<file path="config.mk">
export PLATFORM = sky130hd
export DESIGN_NAME = vgacon_text_seq
export DESIGN_NICKNAME = d
export VERILOG_FILES = /design/src/rtl/vgacon_text_seq.sv
export SDC_FILE = /design/constraint.sdc
export NUM_CORES = 1
export LEC_CHECK = 0
export ABC_CLOCK_PERIOD_IN_PS = 3300
export BUFFER_PORTS_ARGS = -buffer_cell sky130_fd_sc_hd__buf_2
export CORE_UTILIZATION = 50
export DETAILED_ROUTE_END_ITERATION = 7
export PLACE_DENSITY_LB_ADDON = 0.15
export SKIP_LAST_GASP = 1
export SYNTH_ARGS = -nofsm -noshare
export SYNTH_HDL_FRONTEND = slang
export SYNTH_SLANG_ARGS = --single-unit
</file>
<file path="constraint.sdc">
create_clock -name clk -period 3.3 [get_ports clk]
set_clock_uncertainty 0.15 [all_clocks]
set_input_delay 0.33 -clock clk [delete_from_list [all_inputs] [get_ports clk]]
set_output_delay 0.33 -clock clk [all_outputs]
set_load 0.01 [all_outputs]
</file>
<file path="src/rtl/vgacon_text_seq.sv">
// Byte-stream sequencer for the VGA console text buffer: cursor tracking,
// control-code handling and multi-cycle clear/scroll through the buffer ports.
module vgacon_text_seq #(
  parameter int COLS = 12,
  parameter int ROWS = 3,
  parameter int AW   = 6
) (
  input  logic          clk,
  input  logic          reset,
  input  logic          in_valid,
  input  logic [7:0]    in_data,
  output logic          in_ready,
  output logic          buf_we,
  output logic [AW-1:0] buf_waddr,
  output logic [6:0]    buf_wdata,
  output logic [AW-1:0] buf_raddr,
  input  logic [6:0]    buf_rdata,
  output logic [3:0]    cursor_col,
  output logic [1:0]    cursor_row,
  output logic          busy
);

  localparam logic [AW-1:0] COLS_A     = AW'(COLS);
  localparam logic [AW-1:0] LAST_CELL  = AW'(ROWS * COLS - 1);
  localparam logic [AW-1:0] LAST_SRC   = AW'((ROWS - 1) * COLS - 1);
  localparam logic [AW-1:0] FIRST_LAST = AW'((ROWS - 1) * COLS);
  localparam logic [3:0]    LAST_COL   = 4'(COLS - 1);
  localparam logic [1:0]    LAST_ROW   = 2'(ROWS - 1);
  localparam logic [6:0]    BLANK      = 7'h20;

  typedef enum logic [2:0] {CLEAR, IDLE, PUT, SCROLL_RD, SCROLL_WR, SCROLL_BLANK} state_t;

  state_t        state_reg;
  logic [3:0]    col_reg, pend_col_reg;
  logic [1:0]    row_reg, pend_row_reg;
  logic          pend_scroll_reg;
  logic          we_reg;
  logic [AW-1:0] waddr_reg, raddr_reg, cnt_reg;
  logic [6:0]    wdata_reg;
  logic [AW-1:0] cur_addr;
  logic          printable;

  assign cur_addr  = AW'(row_reg) * COLS_A + AW'(col_reg);
  assign printable = (in_data >= 8'h20) && (in_data <= 8'h7E);

  always_ff @(posedge clk) begin
    if (reset) begin
      state_reg       <= CLEAR;
      col_reg         <= '0;
      row_reg         <= '0;
      pend_col_reg    <= '0;
      pend_row_reg    <= '0;
      pend_scroll_reg <= 1'b0;
      we_reg          <= 1'b0;
      waddr_reg       <= '0;
      wdata_reg       <= BLANK;
      raddr_reg       <= '0;
      cnt_reg         <= '0;
    end else begin
      case (state_reg)
        // we_reg low here means the clear has not issued its first write yet
        CLEAR: begin
          wdata_reg <= BLANK;
          if (!we_reg) begin
            we_reg    <= 1'b1;
            waddr_reg <= '0;
          end else if (waddr_reg == LAST_CELL) begin
            we_reg    <= 1'b0;
            state_reg <= IDLE;
          end else begin
            waddr_reg <= waddr_reg + AW'(1);
          end
        end
        IDLE: begin
          if (in_valid) begin
            state_reg       <= PUT;
            we_reg          <= 1'b0;
            pend_col_reg    <= col_reg;
            pend_row_reg    <= row_reg;
            pend_scroll_reg <= 1'b0;
            if (printable) begin
              we_reg    <= 1'b1;
              waddr_reg <= cur_addr;
              wdata_reg <= in_data[6:0];
              if (col_reg == LAST_COL) begin
                pend_col_reg <= '0;
                if (row_reg == LAST_ROW) pend_scroll_reg <= 1'b1;
                else                     pend_row_reg    <= row_reg + 2'd1;
              end else begin
                pend_col_reg <= col_reg + 4'd1;
              end
            end else begin
              case (in_data)
                8'h0A: begin
                  pend_col_reg <= '0;
                  if (row_reg != LAST_ROW) begin
                    pend_row_reg <= row_reg + 2'd1;
                  end else begin
                    col_reg   <= '0;
                    state_reg <= SCROLL_RD;
                    cnt_reg   <= '0;
                    raddr_reg <= COLS_A;
                  end
                end
                8'h0D: pend_col_reg <= '0;
                8'h08: begin
                  if (col_reg != 4'd0) begin
                    pend_col_reg <= col_reg - 4'd1;
                    we_reg       <= 1'b1;
                    waddr_reg    <= cur_addr - AW'(1);
                    wdata_reg    <= BLANK;
                  end
                end
                8'h0C: begin
                  state_reg <= CLEAR;
                  col_reg   <= '0;
                  row_reg   <= '0;
                  we_reg    <= 1'b1;
                  waddr_reg <= '0;
                  wdata_reg <= BLANK;
                end
                default: ;
              endcase
            end
          end
        end
        PUT: begin
          we_reg  <= 1'b0;
          col_reg <= pend_col_reg;
          row_reg <= pend_row_reg;
          if (pend_scroll_reg) begin
            state_reg <= SCROLL_RD;
            cnt_reg   <= '0;
            raddr_reg <= COLS_A;
          end else begin
            state_reg <= IDLE;
          end
        end
        SCROLL_RD: begin
          state_reg <= SCROLL_WR;
          we_reg    <= 1'b1;
          waddr_reg <= cnt_reg;
        end
        // Write data comes straight from buf_rdata, so only address/strobe are set here
        SCROLL_WR: begin
          if (cnt_reg == LAST_SRC) begin
            state_reg <= SCROLL_BLANK;
            waddr_reg <= FIRST_LAST;
            wdata_reg <= BLANK;
          end else begin
            state_reg <= SCROLL_RD;
            we_reg    <= 1'b0;
            cnt_reg   <= cnt_reg + AW'(1);
            raddr_reg <= cnt_reg + AW'(1) + COLS_A;
          end
        end
        SCROLL_BLANK: begin
          if (waddr_reg == LAST_CELL) begin
            we_reg    <= 1'b0;
            state_reg <= IDLE;
          end else begin
            waddr_reg <= waddr_reg + AW'(1);
          end
        end
        default: begin
          state_reg <= CLEAR;
          we_reg    <= 1'b0;
        end
      endcase
    end
  end

  assign in_ready   = (state_reg == IDLE);
  assign busy       = ~in_ready;
  assign buf_we     = we_reg;
  assign buf_waddr  = waddr_reg;
  assign buf_wdata  = (state_reg == SCROLL_WR) ? buf_rdata : wdata_reg;
  assign buf_raddr  = raddr_reg;
  assign cursor_col = col_reg;
  assign cursor_row = row_reg;

endmodule
</file>
==> results.json, run 1 <==
{
  "status": "completed",
  "synth_enable_flop_cells": 0,
  "hold_path.class": "in -> reg",
  "crit_fanout": 6,
  "r2r_cells": 9,
  "peakVddDrop_mv": 0.162,
  "area_growth_pct": 10.9,
  "start_util_pct": 52.4,
  "num_vias": 2854,
  "hold_violations": 0,
  "syn_area_per_cell_sq_um": 8.13,
  "critPathKind": "reg -> reg",
  "yosysSeqAreaShare_pct": 27.4,
  "gp_congestion": 0.848,
  "largest_register_ffs": 7,
  "slew_violations": 0,
  "wl_um": 7250,
  "final_nets": 422,
  "synth_warnings": 0,
  "clkTransAtPathRegs_ns": 0.07,
  "antenna_found_initial": 0,
  "syn_inst": 359,
  "setup_viol": 0,
  "worst_slew_pin_slew_ns": 0.659,
  "gr-usage-met1_pct": 36.2,
  "clock.fmax_mhz": 384,
  "crit_path_start_kind": "flip-flop",
  "rsz0062_at_grt": "no",
  "slew_headroom_pct": 55.8,
  "cts_max_level": 2,
  "grt_pass1_vias": 2465,
  "drt-initial-drc-count": 327,
  "busiest_layer": "met2",
  "root_buffer": "clkbuf_8",
  "cts_resized": 0,
  "vias_per_cell": 6.14,
  "dpl_worst_slack_ns": 0.739,
  "ant_nets": 0,
  "fp.dieH_um": 78.4,
  "drc": 0,
  "cts_hold_buf": 0,
  "grt_util_all_layers_pct": 24.9,
  "clkSinkCount": 40,
  "synth.cell_area_sq_mm": 0.00292,
  "die_area_sq_mm": 0.00615,
  "met2_usage_pct": 37.6,
  "synthArstFlopShare_pct": 0,
  "yosysUniqueCellTypes": 70,
  "port_buffers": 45,
  "grtUsageMet3_pct": 3.72,
  "powerDensity_mw_per_mm2": 277,
  "post_cts_buffers": 0,
  "clockBufferDepth": 2,
  "fin_area_sq_mm": 0.00324,
  "arrival_ns": 2.67,
  "synth_area_leaders": "dfxtp_1 27%, nand2_1 5.0%, ha_1 4.7%",
  "grt_start_max_net_pins": 27,
  "antenna_cells": 0,
  "synth_fp_nets": 389,
  "setup_ws_ns": 0.697,
  "drt_pass1_iterations": 5,
  "required_ns": 3.36,
  "wire_per_inst_um": 15.6,
  "yosysTopAreaCell": "dfxtp_1",
  "finalSetupTns_ns": 0,
  "placementRows": 27,
  "synth_top_flop_cell": "dfxtp_1",
  "critPathCaptureType": "flip-flop",
  "insertion_delay_ns": 0.30,
  "postPlaceCellArea_sq_mm": 0.00314,
  "grt.overflow.total": 0,
  "leakage_nw": 1.31,
  "cts_tree": "yes",
  "hold_depth": 3,
  "drive_above_1_share_pct": 19.8,
  "yosys.area.top_type_share_pct": 27.4,
  "die_w_um": 78.4,
  "numCtsBuffers": 5,
  "core_area_sq_mm": 0.00557,
  "drv_cap": 0,
  "hpwl_um": 5270,
  "synth-seq-cells": 40,
  "grt_pass1_wl_um": 12100,
  "fin_crit_sh_pct": 78.9,
  "top_level_ports": 46,
  "period_needed_ns": 2.60
}
==> cell usage in the layout, fill, tap and decap left out, drive strengths merged, types with 4 or more instances in the layout <==
cell type  instances
buf               48
dfxtp             40
nand2             39
a21oi             27
o21ai             21
nor2              20
nand3             17
inv               14
ha                11
nand2b            10
nor3b              9
a311oi             8
xnor2              7
mux2i              7
a22oi              7
nor3               6
clkbuf             6
a221oi             6
xor2               5
nor2b              5
and3               5
o41ai              5
a211oi             5
a31oi              4
o211ai             4
nand3b             4
or3                4
o31ai              4
==> where the power goes <==
part           internal [mW]  switching, mW
registers              0.484        0.00276
logic                 0.0253         0.0411
clock network          0.167          0.175
==> cells by family after synthesis <==
kind of cell / synth area share, %
buf+inv: 5.66
xor+xnor: 3.60
mux: 2.79
fa+ha+maj: 5.40
flops: 27.4
compound gates: 27.7
simple gates: 27.4
==> worst max-delay path: stages, from the launching register on <==
cell and delay (ns):
dfxtp_1 0.42, inv_1 0.12, ha_1 0.33, inv_1 0.06
fa_1 0.54, nor2b_1 0.22, nand4_1 0.15, o211ai_1 0.18
nand3b_1 0.11, a311oi_2 0.24
==> final timing paths <==
| path | slack, ns | startpoint | to |
|---|---|---|---|
| min | 0.18 | in_data[4] | wdata_reg[4] |
| max reg2reg | 0.70 | cursor_row[0] | buf_waddr[5] |
| max | 0.70 | cursor_row[0] | buf_waddr[5] |
| min reg2reg | 0.33 | pend_scroll_reg | pend_scroll_reg |
==> per-layer routing <==
metal,share of wire [%],up-vias
met3,6.2,6
met1,48,1339
met2,45,110
li1,-,1399
met4,0.88,0
met5,0,-
==> layout make-up <==
cell class | instances | area [sq um]
Clock inverter | 2 | 10.0
Sequential cell | 40 | 801
Fill cell | 521 | 2340
Clock buffer | 6 | 82.6
Multi-Input combinational cell | 283 | 1950
Tap cell | 72 | 90.1
Inverter | 14 | 52.6
Timing Repair Buffer | 48 | 248
==> per-stage QoR <==
| step | hold slack, ns | total power [mW] | std cells | util [%] |
|---|---|---|---|---|
| 2_1_floorplan | 0.296 | 0.537 | 359 | - |
| 3_3_place_gp | 0.306 | 0.563 | 457 | 56.4 |
| 3_5_place_dp | 0.314 | 0.563 | 457 | 56.4 |
| 4_1_cts | 0.174 | 0.900 | 465 | 58.1 |
| 5_1_grt | 0.192 | 0.919 | 465 | 58.1 |
| 6_report | 0.178 | 0.895 | 465 | 58.1 |
==> cells in the mapped netlist (all sizes together) (8+ instances only) <==
| cell | count |
|---|---|
| ha | 11 |
| a21oi | 27 |
| nand2b | 10 |
| nor2 | 20 |
| clkbuf | 10 |
| dfxtp | 40 |
| nor3b | 9 |
| nand2 | 39 |
| buf | 12 |
| inv | 14 |
| a311oi | 8 |
| o21ai | 21 |
| nand3 | 17 |
No activity file was read; power rests on OpenSTA's default activity.
==> inputs of run 2 (changes only) <==
ABC_CLOCK_PERIOD_IN_PS = 2200   (was 3300)
clock period = 2.2 ns   (was 3.3 ns; I/O delays follow)
==> results.json, run 2 (same netlist as run 1, synthesis figures left out) <==
{
  "status": "finished with violations",
  "violations": "setup timing",
  "arrival_ns": 2.25,
  "worst_slew_pin_slew_ns": 0.540,
  "antenna_cells": 0,
  "root_buffer": "clkbuf_8",
  "hold_violations": 0,
  "ant_nets": 0,
  "crit_fanout": 2,
  "crit_slowest_cell": "or4_4",
  "setup_ws_ns": -0.0356,
  "final_nets": 456,
  "drive_above_1_share_pct": 30.7,
  "slew_violations": 0,
  "crit_path_start_kind": "flip-flop",
  "hpwl_um": 5800,
  "gp_congestion": 0.854,
  "leakage_nw": 1.52,
  "num_vias": 2891,
  "grt_pass1_vias": 2636,
  "post-route-util_pct": 64.8,
  "dpl_worst_slack_ns": -0.0801,
  "grt.overflow.total": 0,
  "grt_pass1_wl_um": 13000,
  "nFillCells": 504,
  "grt_util_all_layers_pct": 26.7,
  "grt_start_max_net_pins": 32,
  "vias_per_cell": 5.79,
  "slew_headroom_pct": 64.0,
  "clockBufferDepth": 2,
  "final_common_cell": "buf_2",
  "clkSinkCount": 40,
  "required_ns": 2.21,
  "critPathCaptureType": "flip-flop",
  "fin_hold_ws_ns": 0.0463,
  "fp.dieH_um": 78.4,
  "port_buffers": 45,
  "die_w_um": 78.4,
  "worstPathCellList": "inv_4, ha_4, inv_2, fa_1, buf_4, or4_4, nand3_2, a311oi_2",
  "start_util_pct": 52.4,
  "cts_max_level": 2,
  "worstPathBufferInverterCount": 3,
  "top_level_ports": 46,
  "clkTransAtPathRegs_ns": 0.09,
  "cts_hold_buf": 0,
  "powerDensity_mw_per_mm2": 402,
  "area_growth_pct": 23.8,
  "clock.fmax_mhz": 447,
  "drt-initial-drc-count": 192,
  "drv_cap": 0,
  "numCtsBuffers": 5,
  "die_area_sq_mm": 0.00615,
  "period_needed_ns": 2.24,
  "multiInputGateArea_sq_mm": 0.00203,
  "placementRows": 27,
  "peakVddDrop_mv": 0.284,
  "final_cell_mix": "45 x buf_2, 38 x nand2_1, 37 x dfxtp_1",
  "hold_path.class": "in -> reg",
  "insertion_delay_ns": 0.30,
  "setup_viol": 2,
  "rsz0062_at_grt": "yes",
  "cts_tree": "yes",
  "drc": 0,
  "cp_top_family": "adder cells",
  "cpPeakStageDelay_ns": 0.48,
  "wire_per_inst_um": 15.7,
  "drt_pass1_iterations": 4,
  "wl_um": 7820,
  "largest_register_ffs": 7,
  "fin_crit_sh_pct": 102,
  "regArea_sq_um": 810,
  "core_area_sq_mm": 0.00557,
  "critPathKind": "reg -> reg",
  "antenna_found_initial": 0
}
run 2: worst paths after layout:
path	slack, ns	from	cells past startpoint	to
setup / recovery	-0.04	cursor_row[0]	8	buf_waddr[3]
hold / removal	0.05	in_data[3]	3	wdata_reg[3]
hold reg to reg	0.33	buf_raddr[4]	2	buf_raddr[4]
setup reg to reg	-0.04	cursor_row[0]	8	buf_waddr[3]
run 2: area by class of cell:
type	count	share of cell area, %
clock buffers	5	1.90
clock inverters	3	1.14
inverters	14	1.52
multi-input cells	283	56.2
flip-flops and latches	40	22.4
well taps	72	2.49
repair buffers	82	14.4
run 2: metal layers:
metal	routed length [um]	share of wire, %	global-route usage [%]
met2	3690	47	43.2
met1	3720	48	37.8
met5	0	0	0
met4	80	1.0	6.11
met3	338	4.3	3.14
run 2: what timing repair did:
action,in CTS,in global routing
pin swaps,7,7
gates resized for setup,5,12
buffers inserted,2,1
hold endpoints to repair,0,0
setup endpoints to repair,1,21
run 2: report_power, final:
group	internal (mW)	switching, mW
sequential	0.724	0.00225
clock	0.337	0.276
combinational	0.0474	0.0669
run 2: through the flow:
step	total power [mW]	cell area [sq um]	setup TNS, ns	cells
3_5_place_dp	0.855	3420	-0.0801	488
2_1_floorplan	0.804	2970	-0.0493	359
5_1_grt	1.50	3610	-0.300	499
6_report	1.45	3610	-0.0551	499
4_1_cts	1.46	3560	-0.0859	498
3_3_place_gp	0.852	3420	-0.00718	488
run 2: worst reg2reg max path: cells and delay by family, from the launching register on:
family	cells	cell delay, ns
buf+inv	3	0.23
compound gates	1	0.09
simple gates	2	0.58
fa+ha+maj	2	0.71
flops	1	0.36
==> inputs of run 3 (changes only) <==
CELL_PAD_IN_SITES_DETAIL_PLACEMENT = 1   (was not set)
CELL_PAD_IN_SITES_GLOBAL_PLACEMENT = 1   (was not set)
CORE_UTILIZATION = 37   (was 50)
==> results.json, run 3 (same netlist as run 1, synthesis figures left out) <==
{
  "status": "finished with violations",
  "violations": "setup timing",
  "fin_crit_sh_pct": 104,
  "crit_slowest_cell": "or4_1",
  "worst_slew_pin_slew_ns": 0.685,
  "ff2ff_setup_slack_ns": -0.09,
  "drt_pass1_iterations": 4,
  "period_needed_ns": 2.29,
  "rsz0062_at_grt": "yes",
  "slew_headroom_pct": 54.3,
  "crit_path_start_kind": "flip-flop",
  "final_common_cell": "buf_4",
  "cp.depth": 8,
  "drive_above_1_share_pct": 32.2,
  "numCtsBuffers": 5,
  "top_level_ports": 46,
  "peakVddDrop_mv": 0.219,
  "clkTransAtPathRegs_ns": 0.08,
  "r2r_cells": 8,
  "grt_pass1_wl_um": 15400,
  "postPlaceCellArea_sq_mm": 0.00354,
  "hold_depth": 3,
  "insertion_delay_ns": 0.30,
  "gr-usage-met1_pct": 31.4,
  "slew_violations": 0,
  "antenna_found_initial": 0,
  "critPathCaptureType": "flip-flop",
  "worstPathBufferInverterCount": 3,
  "wire_per_inst_um": 17.5,
  "die_w_um": 90.8,
  "cts_tree": "yes",
  "vias_per_cell": 5.62,
  "grt.overflow.total": 0,
  "nFillCells": 961,
  "final_cell_mix": "47 x buf_4, 45 x buf_2, 38 x nand2_1",
  "drc": 0,
  "placementRows": 32,
  "fp.dieH_um": 90.8,
  "leakage_nw": 1.56,
  "setup_ws_ns": -0.0903,
  "cpPeakStageDelay_ns": 0.51,
  "required_ns": 2.22,
  "num_vias": 3033,
  "wl_um": 9440,
  "antenna_cells": 0,
  "setup_viol": 3,
  "crit_fanout": 3,
  "port_buffers": 45,
  "cts_max_level": 2,
  "start_util_pct": 38.0,
  "critPathKind": "reg -> reg",
  "hold_path.class": "in -> reg",
  "fin_area_sq_mm": 0.00374,
  "met2_usage_pct": 37.5,
  "hold_violations": 0,
  "die_area_sq_mm": 0.00825,
  "ant_nets": 0,
  "grt_start_max_net_pins": 34,
  "fin_hold_ws_ns": 0.0605,
  "gp_congestion": 0.886,
  "worstPathCellList": "buf_4, ha_4, inv_1, fa_2, buf_4, or4_1, nand3_2, a311oi_2",
  "clockBufferDepth": 2,
  "clkSinkCount": 40,
  "busiest_layer": "met2",
  "drv_cap": 0,
  "powerDensity_mw_per_mm2": 370,
  "crit_path_frequent_cell": "buf_4",
  "arrival_ns": 2.31,
  "grt_pass1_vias": 3053,
  "grtUsageMet3_pct": 3.37,
  "root_buffer": "clkbuf_8",
  "final_nets": 467,
  "core_area_sq_mm": 0.00769,
  "clock.fmax_mhz": 437,
  "area_growth_pct": 28.1,
  "grt_util_all_layers_pct": 23.1,
  "largest_register_ffs": 7,
  "cp_top_family": "adder cells",
  "hpwl_um": 7140,
  "drt-initial-drc-count": 132
}
## run 3: cell count changes in the layout (fill, tap and decap cells not counted), sizes merged
cell and delta:
clkinv -1, buf +11, bufinv -1, clkbuf +2
## run 3: power by group
group | internal, mW | switching (mW)
registers | 0.724 | 0.00252
logic | 0.0476 | 0.0711
clock network | 0.256 | 0.281
## run 3: per-layer routing
layer | vias to the layer above | share of wire (%)
li1 | 1487 | -
met1 | 1476 | 48
met2 | 55 | 46
met3 | 15 | 3.3
met4 | 0 | 1.9
met5 | - | 0
## run 3: final timing paths
check | startpoint | end
max reg2reg | cursor_row[0] | buf_waddr[3]
min | in_data[3] | wdata_reg[3]
max | cursor_row[0] | buf_waddr[3]
min reg2reg | buf_raddr[4] | buf_raddr[4]
## run 3: stage by stage
step                      TNS, ns  util, %  setup slack [ns]  power [mW]  std cells
after floorplan           -0.0493        -           -0.0493       0.804        359
after global placement    -0.0152     46.1           -0.0152       0.855        528
after detailed placement   -0.181     46.1           -0.0980       0.858        528
after CTS                 -0.0807     47.6           -0.0807        1.39        536
after global routing       -0.480     48.6            -0.197        1.43        540
final                      -0.208     48.6           -0.0903        1.38        540
## run 3: worst reg2reg max path, cell delays in order (launching register included)
cell	delay, ns
dfxtp_4	0.36
buf_4	0.14
ha_4	0.15
inv_1	0.08
fa_2	0.46
buf_4	0.15
or4_1	0.51
nand3_2	0.08
a311oi_2	0.08
## run 3: layout make-up
cell class              count  area, sq um  area share, %
clock buffers               7         86.3           2.31
inverters                  14         55.1           1.47
flip-flops and latches     40          810           21.7
repair buffers             93          598           16.0
well taps                 102          128           3.41
clock inverters             1         6.26          0.167
multi-input cells         283         2060           55.0
## run 3: repair_timing
action / in CTS / in global routing
pin swaps: 3 / 12
endpoints found under the setup margin: 10 / 24
buffers inserted: 0 / 4
gates cloned: 0 / 0
resized for setup: 8 / 10
hold buffers: 0 / 0
